[config.mk]
export PLATFORM = sky130hd
export DESIGN_NAME = spmv_x_gather
export DESIGN_NICKNAME = d
export VERILOG_FILES = /design/src/rtl/spmv_x_gather.sv
export SDC_FILE = /design/constraint.sdc
export NUM_CORES = 1
export LEC_CHECK = 0
export ABC_AREA = 1
export BUFFER_PORTS_ARGS = -buffer_cell sky130_fd_sc_hd__buf_4
export CORE_UTILIZATION = 40
export CTS_BUF_LIST = sky130_fd_sc_hd__clkbuf_8
export CTS_CLUSTER_DIAMETER = 100
export DETAILED_ROUTE_END_ITERATION = 10
export SKIP_CTS_REPAIR_TIMING = 1
export SLEW_MARGIN = 40
export SYNTH_ARGS = -nofsm -noshare
export SYNTH_HDL_FRONTEND = slang
export SYNTH_SLANG_ARGS = --single-unit
[constraint.sdc]
create_clock -name clk -period 8.7 [get_ports clk]
set_clock_uncertainty 0.1 [all_clocks]
set_input_delay 0.435 -clock clk [delete_from_list [all_inputs] [get_ports clk]]
set_output_delay 0.435 -clock clk [all_outputs]
set_load 0.01 [all_outputs]
[src/rtl/spmv_x_gather.sv]
// SpMV x-vector gather: one single-beat AXI read per {col, nz, row_last} tuple,
// re-joined in order with the side-band fields for the multiply-accumulate stage.
module spmv_x_gather #(
  parameter int unsigned C_M_AXI_ADDR_WIDTH = 48,
  parameter int unsigned C_M_AXI_ID_WIDTH   = 1,
  parameter int unsigned C_DATA_WIDTH       = 32,
  parameter int unsigned C_IDX_WIDTH        = 32,
  parameter int unsigned C_DEPTH            = 16
) (
  input  logic                          clk,
  input  logic                          rstn,
  input  logic [C_M_AXI_ADDR_WIDTH-1:0] x_base_addr,
  input  logic [C_IDX_WIDTH-1:0]        in_col_idx,
  input  logic [C_DATA_WIDTH-1:0]       in_nz_val,
  input  logic                          in_row_last,
  input  logic                          in_valid,
  output logic                          in_ready,
  output logic [C_M_AXI_ID_WIDTH-1:0]   m_axi_arid,
  output logic [C_M_AXI_ADDR_WIDTH-1:0] m_axi_araddr,
  output logic [7:0]                    m_axi_arlen,
  output logic [2:0]                    m_axi_arsize,
  output logic [1:0]                    m_axi_arburst,
  output logic                          m_axi_arvalid,
  input  logic                          m_axi_arready,
  input  logic [C_DATA_WIDTH-1:0]       m_axi_rdata,
  input  logic [1:0]                    m_axi_rresp,
  input  logic                          m_axi_rlast,
  input  logic                          m_axi_rvalid,
  output logic                          m_axi_rready,
  output logic [C_DATA_WIDTH-1:0]       out_x_val,
  output logic [C_DATA_WIDTH-1:0]       out_nz_val,
  output logic                          out_row_last,
  output logic                          out_valid,
  input  logic                          out_ready,
  output logic                          err
);

  localparam int unsigned PtrW  = $clog2(C_DEPTH);
  localparam int unsigned CredW = PtrW + 1;
  localparam int unsigned SideW = C_DATA_WIDTH + 1;
  localparam logic [PtrW:0] PtrOne = 1;
  localparam logic [CredW-1:0] CredOne = 1;

  logic                          arvalid_q;
  logic [C_M_AXI_ADDR_WIDTH-1:0] araddr_q, araddr_d, col_off;
  logic [CredW-1:0]              credit_q, credit_d;
  logic                          err_q;
  logic                          accept, out_fire, r_push;

  logic [SideW-1:0]        side_mem [C_DEPTH];
  logic [C_DATA_WIDTH-1:0] data_mem [C_DEPTH];
  logic [PtrW:0]           side_wr_q, side_rd_q, data_wr_q, data_rd_q;
  logic                    side_empty, data_empty;

  // in_ready never looks at in_valid; arready only frees the single AR slot.
  assign in_ready = (credit_q != '0) & (~arvalid_q | m_axi_arready);
  assign accept   = in_valid & in_ready;
  assign r_push   = m_axi_rvalid;

  assign col_off  = C_M_AXI_ADDR_WIDTH'(in_col_idx) << 2;
  assign araddr_d = x_base_addr + col_off;

  assign m_axi_arid    = '0;
  assign m_axi_arlen   = 8'd0;
  assign m_axi_arsize  = 3'b010;
  assign m_axi_arburst = 2'b01;
  assign m_axi_arvalid = arvalid_q;
  assign m_axi_araddr  = araddr_q;
  assign m_axi_rready  = 1'b1;
  assign err           = err_q;

  always_ff @(posedge clk or negedge rstn) begin
    if (!rstn) begin
      arvalid_q <= 1'b0;
      araddr_q  <= '0;
    end else if (accept) begin
      arvalid_q <= 1'b1;
      araddr_q  <= araddr_d;
    end else if (m_axi_arready) begin
      arvalid_q <= 1'b0;
    end
  end

  always_comb begin
    credit_d = credit_q;
    if (accept && !out_fire) begin
      credit_d = credit_q - CredOne;
    end else if (!accept && out_fire) begin
      credit_d = credit_q + CredOne;
    end
  end

  always_ff @(posedge clk or negedge rstn) begin
    if (!rstn) begin
      credit_q <= CredW'(C_DEPTH);
      err_q    <= 1'b0;
    end else begin
      credit_q <= credit_d;
      if (r_push && ((m_axi_rresp != 2'b00) || !m_axi_rlast)) begin
        err_q <= 1'b1;
      end
    end
  end

  // Credits bound occupancy of both FIFOs, so pushes never need a full check.
  always_ff @(posedge clk or negedge rstn) begin
    if (!rstn) begin
      side_wr_q <= '0;
      side_rd_q <= '0;
      data_wr_q <= '0;
      data_rd_q <= '0;
    end else begin
      if (accept) side_wr_q <= side_wr_q + PtrOne;
      if (r_push) data_wr_q <= data_wr_q + PtrOne;
      if (out_fire) begin
        side_rd_q <= side_rd_q + PtrOne;
        data_rd_q <= data_rd_q + PtrOne;
      end
    end
  end

  always_ff @(posedge clk) begin
    if (accept) side_mem[side_wr_q[PtrW-1:0]] <= {in_nz_val, in_row_last};
    if (r_push) data_mem[data_wr_q[PtrW-1:0]] <= m_axi_rdata;
  end

  assign side_empty = (side_wr_q == side_rd_q);
  assign data_empty = (data_wr_q == data_rd_q);
  assign out_valid  = ~side_empty & ~data_empty;
  assign out_fire   = out_valid & out_ready;

  assign {out_nz_val, out_row_last} = side_mem[side_rd_q[PtrW-1:0]];
  assign out_x_val                  = data_mem[data_rd_q[PtrW-1:0]];

endmodule
; ---- Word-level counts from Yosys, hierarchy flattened
; Memory sizes are Yosys's and may differ from the RTL's.
; Cells that the tools add are included.
; Widths: inputs -> output; s select.
[classes]
add_sub_neg = 7
n_eq_ne = 2
muxes = 8
bitwise = 8
n_reduce_logical = 11
[op_table]
columns = cell, n
row1 = $add 48x34->48, 1
row2 = $add 5x1->5 const B, 5
row3 = $eq 5x5->1, 2
row4 = $mux 5, 2
row5 = $mux 1, 6
row6 = $reduce_bool 2->1, 3
row7 = $reduce_bool 5->1, 1
row8 = $sub 5x1->5 const B, 1
row9 = $and 1x1->1, 4
row10 = $logic_and 1x1->1, 3
row11 = $logic_not 1->1, 3
row12 = $not 1->1, 3
row13 = $logic_or 1x1->1, 1
row14 = $or 1x1->1, 1
[totals]
regBits = 75
mem_bits_rw = 1040
wordCells = 46
memories = 2
[memory_table]
columns = name, depth, width, rd, rd_clocked_by_memory_dff, wr, line_no
row1 = side_mem, 16, 33, 1, 0, 1, 50  ; logic [SideW-1:0] side_mem [C_DEPTH];
row2 = data_mem, 16, 32, 1, 0, 1, 51  ; logic [C_DATA_WIDTH-1:0] data_mem [C_DEPTH];

; ---- Depth between registers and ports, before layout
; Gate-level depths: netlist of the first run.
[logic_depth]
word_depth = 8
ltp_mapped = 15

; ---- Least setup slack after synthesis of the first run
; Ideal clock, no wire load.
[synth_timing]
path_kind = flip-flop to flip-flop
startpoint = register credit_q[4]
endpoint = memory side_mem[10][0] (netlist name), enable pin
setup_time_ps = 423
arrival_time_ps = 2603
required_ps = 8177
path_slack_ps = 5574
stages_incl_launch_ff = 8
path_buffers = 1
period_less_slack_ps = 3126
path_cell_list = dfstp_2 nor3_1 nand3_1 nand2_1 nor2_4 buf_2 nand2_1 nor2_1
[synth_between]
elab_chain_len = 5
[synth_rtl]
columns = item, line_no
row1 = "start, declared", 46  ; logic [CredW-1:0] credit_q, credit_d;
row2 = "start signal, assigned", 95  ; credit_q <= CredW'(C_DEPTH);
row3 = "start signal, assigned", 98  ; credit_q <= credit_d;
row4 = $reduce_bool 5->1, 56  ; assign in_ready = (credit_q != '0) & (~arvalid_q | m_axi_arready);
row5 = $and 1x1->1, 56
row6 = $and 1x1->1, 57  ; assign accept = in_valid & in_ready;
row7 = $mux 1, 123  ; if (accept) side_mem[side_wr_q[PtrW-1:0]] <= {in_nz_val, in_row_last};
row8 = $mux 1 (implied by the code), 123
row9 = "end, declared", 50
; Every way passes these cells.

; ---- Worst setup path after layout of the first run
[layout_timing]
startpoint = register side_rd_q[0]
endpoint = output port out_nz_val[8]
[layout_between]
elab_chain_len = 1
[layout_rtl]
columns = item, line_no
row1 = "start, declared", 52  ; logic [PtrW:0] side_wr_q, side_rd_q, data_wr_q, data_rd_q;
row2 = "start signal, assigned", 116  ; side_rd_q <= side_rd_q + PtrOne;
row3 = $mem_v2 16x33, -
row4 = "end, declared", 31  ; output logic [C_DATA_WIDTH-1:0] out_nz_val,
; Every way passes these cells.

==> results of run 1 <==
==> critical path, stage by stage, from the launching register on <==
cell and delay [ns]:
dfrtp_4 0.65, buf_12 0.26, inv_8 0.48, buf_6 0.62, nor2_1 0.12, o32ai_1 0.30, o211ai_1 0.16, nand3_1 0.13
buf_4 0.13
==> cell families (layout without fill, tap and decap cells) <==
group,Yosys count,after routing
xor+xnor,42,42
other cells,2,20
compound gates,610,610
mux,107,107
flops,1115,1115
simple gates,1454,1454
buf+inv,416,958
fa+ha+maj,48,48
==> layout make-up <==
cell class	count	area (um^2)	area share, %
flip-flops and latches	1115	33100	60.1
clock buffers	187	2570	4.67
repair buffers	436	3740	6.80
well taps	1524	1910	3.46
inverters	196	751	1.36
multi-input cells	2276	12200	22.2
clock inverters	139	753	1.37
diodes	5	12.5	0.0227
==> power by group through the flow <==
stage,clock network (mW),registers (mW),logic (mW)
finish,4.18,6.71,5.75
detailed placement,0,6.82,5.73
floorplan,0,6.74,3.59
CTS,4.29,6.72,5.76
global placement,0,6.85,5.58
global route,4.51,6.77,6.30
==> layout by cell type, fill, tap and decap left out, types with 6 or more instances in the layout <==
cell type,n
edfxtp_1,1040
nor2_1,661
nand2_1,548
buf_4,312
o21ai_0,284
inv_1,250
clkbuf_8,187
nand3_1,180
o32ai_1,153
dlygate4sd3_1,108
mux2i_1,107
o221ai_1,107
dfrtp_1,68
ha_1,46
clkinv_1,41
nor2_4,36
a21oi_1,28
o211ai_1,23
xor2_1,21
xnor2_1,21
clkinv_2,20
conb_1,15
nand4_1,14
o21ai_1,10
buf_16,6
==> metal layers <==
metal | global-route usage, % | up-vias | part of all wire (%)
met1 | 26.6 | 15355 | 44
li1 | - | 14546 | -
met2 | 32.9 | 907 | 48
met4 | 6.36 | 8 | 2.0
met3 | 4.14 | 176 | 5.9
met5 | 0 | - | 0.036
==> worst max-delay path by stage <==
| stage | from | to | cells past startpoint |
|---|---|---|---|
| final | side_rd_q[0] | out_nz_val[8] | 8 |
| after global routing | side_rd_q[0] | out_nz_val[8] | 8 |
| after CTS | side_rd_q[0] | out_nz_val[8] | 8 |
| after detailed placement | side_rd_q[0] | out_nz_val[8] | 8 |
| after global placement | side_rd_q[0] | out_nz_val[16] | 7 |
| after floorplan | credit_q[4] | side_mem[10][0] | 7 |
==> sequential cells by signal, indices dropped and copies added, names as in the netlist <==
register	cells
data_mem	512
data_rd_q	5
data_wr_q	5
side_rd_q	5
credit_q	5
m_axi_araddr	48
err	1
m_axi_arvalid	1
side_mem	528
side_wr_q	5
==> metrics by stage <==
stage	std cells	area [um^2]	power, mW	hold WS, ns
global placement	5431	50400	12.4	0.302
detailed placement	5438	50600	12.6	0.298
global route	5877	55100	17.6	0.00117
CTS	5764	54000	16.8	-0.658
floorplan	3807	46900	10.3	0.0394
finish	5878	55100	16.6	-0.00621
==> results.toml, run 1 <==
[sta]
rsz0062_at_grt = "no"
timing.final.crit_share_pct = 50.1
timing_hold_violations_final = 1
max_freq_mhz = 229
maxSlewHeadroom_pct = 42.0
setup_viol = 0
setup_tns_ns = 0
final_max_slew_viol_count = 0
final.setup.worst_slack_ns = 4.34
hold_ws_ns = -0.00621
worst_slew_pin_slew_ns = 0.870
finalCriticalPeriod_ns = 4.36

[worst_hold_path]
hold_class = "in -> reg"
min_from = "in_col_idx[11]"
hold_end = "m_axi_araddr[13]"
min_path_cells = 4

[clocking]
clk_pin_slew_worst_paths_ns = 0.06
clock_latency_ns = 0.84
htree_levels = 4
cts_tree = "yes"
cts_sinks = 1115
root_buffer = "clkbuf_8"
clk_path_buf_depth = 3
cts_buffers = 181

[synthesis]
synth-edff-count = 1040
yosys-top-cells-area = "edfxtp_1 67%, nor2_1 5.6%, nand2_1 4.4%"
synth.area.mux_share_pct = 2.28
netlist_area_um2 = 46900
synth-xor-area-share_pct = 0.784
ys_ff_latch = 1115
synth_compound_area_share_pct = 8.74
synthFlopType = "edfxtp_1"
synth_top_area_share_pct = 66.6
synth_warnings = 0
synth_fa_ha_area_share_pct = 1.31
synth-seq-area-share_pct = 70.6
ys_types = 37
synth_top_area_cell = "edfxtp_1"
synth_common_cells = "1040 x edfxtp_1, 695 x nor2_1, 548 x nand2_1"
async_reset_ff_share_pct = 6.73
avgSynthCellArea_um2 = 12.4
postSynthCellCount = 3794
synth-simple-area-share_pct = 12.3
synth_top_family_by_area = "simple AND/OR/NAND/NOR gates"
post-synth-top-count-cell = "edfxtp_1"

[job]
maxCapViolCount = 0

[place]
port_buffers = 270
place_ws_ns = 4.88
gp_congestion = 0.889
place_hpwl_mm = 63.9

[worst_setup_path]
reg2reg_slack_ns = 5.18
crit_path_end_kind = "primary output"
r2r-end = "credit_q[4]"
startpoint_type = "flop"
crit_path_max_fanout = 125
r2r-start = "side_rd_q[2]"
worst_ep_arrival_time_ns = 3.82
critical_path_class = "reg -> out"
rr_worst_depth = 14
crit_required_ns = 8.17

[floorplanning]
chipHeight_um = 344
rows = 125
core_um2 = 116000
initial_core_util_pct = 40.4
pin_count = 286
die-area_um2 = 119000
die_x_um = 344

[detailed_routing]
num_vias = 30992
dr.pass1.iters = 5
wire_per_inst_um = 20.6
antenna_left = 0
drt_iter0_markers = 2211
totalWireLength_mm = 121
viasPerCell = 5.27
detail_route.drc_violations = 0

[cells_and_area]
final_util_pct = 47.4
final_layout_size_suffix_gt1_share_pct = 13.9
nFillCells = 10317
syn2layout_area_growth_pct = 17.5
fin_nets = 4408

[pwr]
power_frac_comb_pct = 34.5
p_per_area_nw_per_um2 = 302
power_frac_clock_pct = 25.1
switchingPower_mw = 6.09
pwr-share-seq_pct = 40.3
ir_worst_vdd_v = 0.000195
swShare_pct = 36.6
leakage_nw = 20.1
p_int_mw = 10.5

[grt]
grt_pass1_wl_mm = 179
grt_pass1_vias = 29533
grt_overflow = 0
grt_max_degree = 139
antenna_found_initial = 9
grt_usage_pct = 20.0

[outcome]
run_status = "finished with violations"
violations = "hold timing"
No activity file was read; power rests on OpenSTA's default activity.
==> inputs of run 2 (changes only) <==
==> constraint.sdc (replaced) <==
create_clock -name clk -period 4.5 [get_ports clk]
set_clock_uncertainty 0.1 [all_clocks]
set_input_delay 0.225 -clock clk [delete_from_list [all_inputs] [get_ports clk]]
set_output_delay 0.225 -clock clk [all_outputs]
set_load 0.01 [all_outputs]
==> run 2 against run 1 <==
Against the previous run: the flow now finishes without violations; cell count rose by 1.2%; clock-buffer cell count fell by 4; design area rose by 2.1%; non-clock buffer count rose by 81.
==> results.toml, run 2 (synthesis results as in run 1) <==
[detailed_routing]
detail_route.drc_violations = 0
drt_iter0_markers = 2615
dr.pass1.iters = 7
wire_per_inst_um = 20.6
totalWireLength_mm = 123
viasPerCell = 5.29
antenna_left = 0
num_vias = 31492

[worst_setup_path]
r2r-start = "side_rd_q[0]"
cp_slowest_cell = "dfrtp_4"
reg2reg_slack_ns = 1.47
crit_path_max_fanout = 76
r2r-end = "credit_q[4]"
crit_required_ns = 4.18
crit_path_end_kind = "primary output"
critical_path_class = "reg -> out"
startpoint_type = "flop"
cp_common_cell = "buf_16"
max_stage_delay_ns = 0.57
crit_chain = "buf_12, buf_16, buf_16, mux2i_1, o221ai_1, o211ai_1, nand3_1, buf_4"
worst_ep_arrival_time_ns = 3.33
rr_worst_depth = 11

[worst_hold_path]
min_from = "x_base_addr[3]"
hold_end = "m_axi_araddr[4]"
hold_class = "in -> reg"
min_path_cells = 5

[floorplanning]
rows = 125
core_um2 = 116000
die-area_um2 = 119000
pin_count = 286
chipHeight_um = 344
die_x_um = 344
initial_core_util_pct = 40.4

[sta]
rsz0062_at_grt = "no"
setup_viol = 0
timing.final.crit_share_pct = 81.2
max_freq_mhz = 274
setup_tns_ns = 0
final_max_slew_viol_count = 0
finalCriticalPeriod_ns = 3.65
timing_hold_violations_final = 0
final.setup.worst_slack_ns = 0.846
maxSlewHeadroom_pct = 41.2
worst_slew_pin_slew_ns = 0.883

[grt]
antenna_found_initial = 8
grt_usage_pct = 20.1
grt_pass1_wl_mm = 180
grt_max_degree = 159
grt_pass1_vias = 29540
grt_overflow = 0

[outcome]
run_status = "complete, no violations"

[clocking]
root_buffer = "clkbuf_8"
clk_pin_slew_worst_paths_ns = 0.06
clock_latency_ns = 0.86
htree_levels = 4
cts_tree = "yes"
clk_path_buf_depth = 3
cts_sinks = 1115
cts_buffers = 181

[cells_and_area]
syn2layout_area_growth_pct = 20.0
final_layout_size_suffix_gt1_share_pct = 14.0
largest_reg_flops = 528
layout_common_cells = "1040 x edfxtp_1, 661 x nor2_1, 548 x nand2_1, 315 x buf_4, 284 x o21ai_0"
finalInstanceArea_um2 = 56300
final_common_cell = "edfxtp_1"
fin_nets = 4489

[pwr]
power_mw = 32.8
p_per_area_nw_per_um2 = 582
ir_worst_vdd_v = 0.000440
leakage_nw = 20.6

[place]
port_buffers = 270
dpl_cell_area_um2 = 51100
place_ws_ns = 1.39
gp_congestion = 0.906
place_hpwl_mm = 71.4

[job]
maxCapViolCount = 0
==> run 2: cell count changes in the layout (fill, tap and decap cells not counted), sizes merged <==
cell and change:
bufinv +5, diode -4, dlygate4sd3 +60, inv +5
clkinv -11, buf +21, clkbuf -4
==> run 2: metal layers <==
| metal | vias to the layer above | track usage, % | routed length [um] |
|---|---|---|---|
| met5 | - | 0 | 74 |
| met1 | 15544 | 27.2 | 53700 |
| met4 | 12 | 6.43 | 2660 |
| met2 | 1017 | 32.8 | 59300 |
| li1 | 14706 | - | - |
| met3 | 213 | 3.65 | 6950 |
==> run 2: area by class of cell <==
class | instances | area, um^2
multi-input combinational | 2276 | 12200
timing repair buffer | 517 | 4830
clock inverter | 138 | 918
tap | 1524 | 1910
fill | 10245 | 59900
clock buffer | 183 | 2520
antenna | 1 | 2.50
inverter | 196 | 751
sequential | 1115 | 33100
==> run 2: report_power, final <==
part           internal, mW  switching (mW)  total, mW
clock network          4.30            4.11       8.41
logic                  4.02            7.46       11.5
registers              12.4           0.415       12.9
total                  20.8            12.0       32.8
==> run 2: how the worst max path moves through the flow <==
stage	to	startpoint	slack (ns)
3_3_place_gp	credit_q[4]	side_wr_q[2]	1.37
3_5_place_dp	credit_q[4]	side_wr_q[2]	1.39
4_1_cts	out_x_val[1]	data_rd_q[0]	0.68
6_report	out_x_val[14]	data_rd_q[0]	0.85
5_1_grt	out_x_val[11]	data_rd_q[0]	0.62
2_1_floorplan	side_mem[10][0]	credit_q[4]	1.37
==> run 2: worst max-delay path: cells and delay by family, from the launching register on <==
kind,cells,cell delay [ns]
flops,1,0.57
mux,1,0.27
simple gates,1,0.12
buf+inv,4,1.15
compound gates,2,0.28
==> run 2: through the flow <==
| stage | utilization, % | instances | hold WS, ns |
|---|---|---|---|
| 3_5_place_dp | 44.0 | 5459 | 0.269 |
| 3_3_place_gp | 43.5 | 5436 | 0.276 |
| 6_report | 48.4 | 5950 | 0.0229 |
| 4_1_cts | 47.0 | 5780 | -0.704 |
| 5_1_grt | 48.4 | 5950 | 0.0307 |
| 2_1_floorplan | - | 3807 | -0.171 |
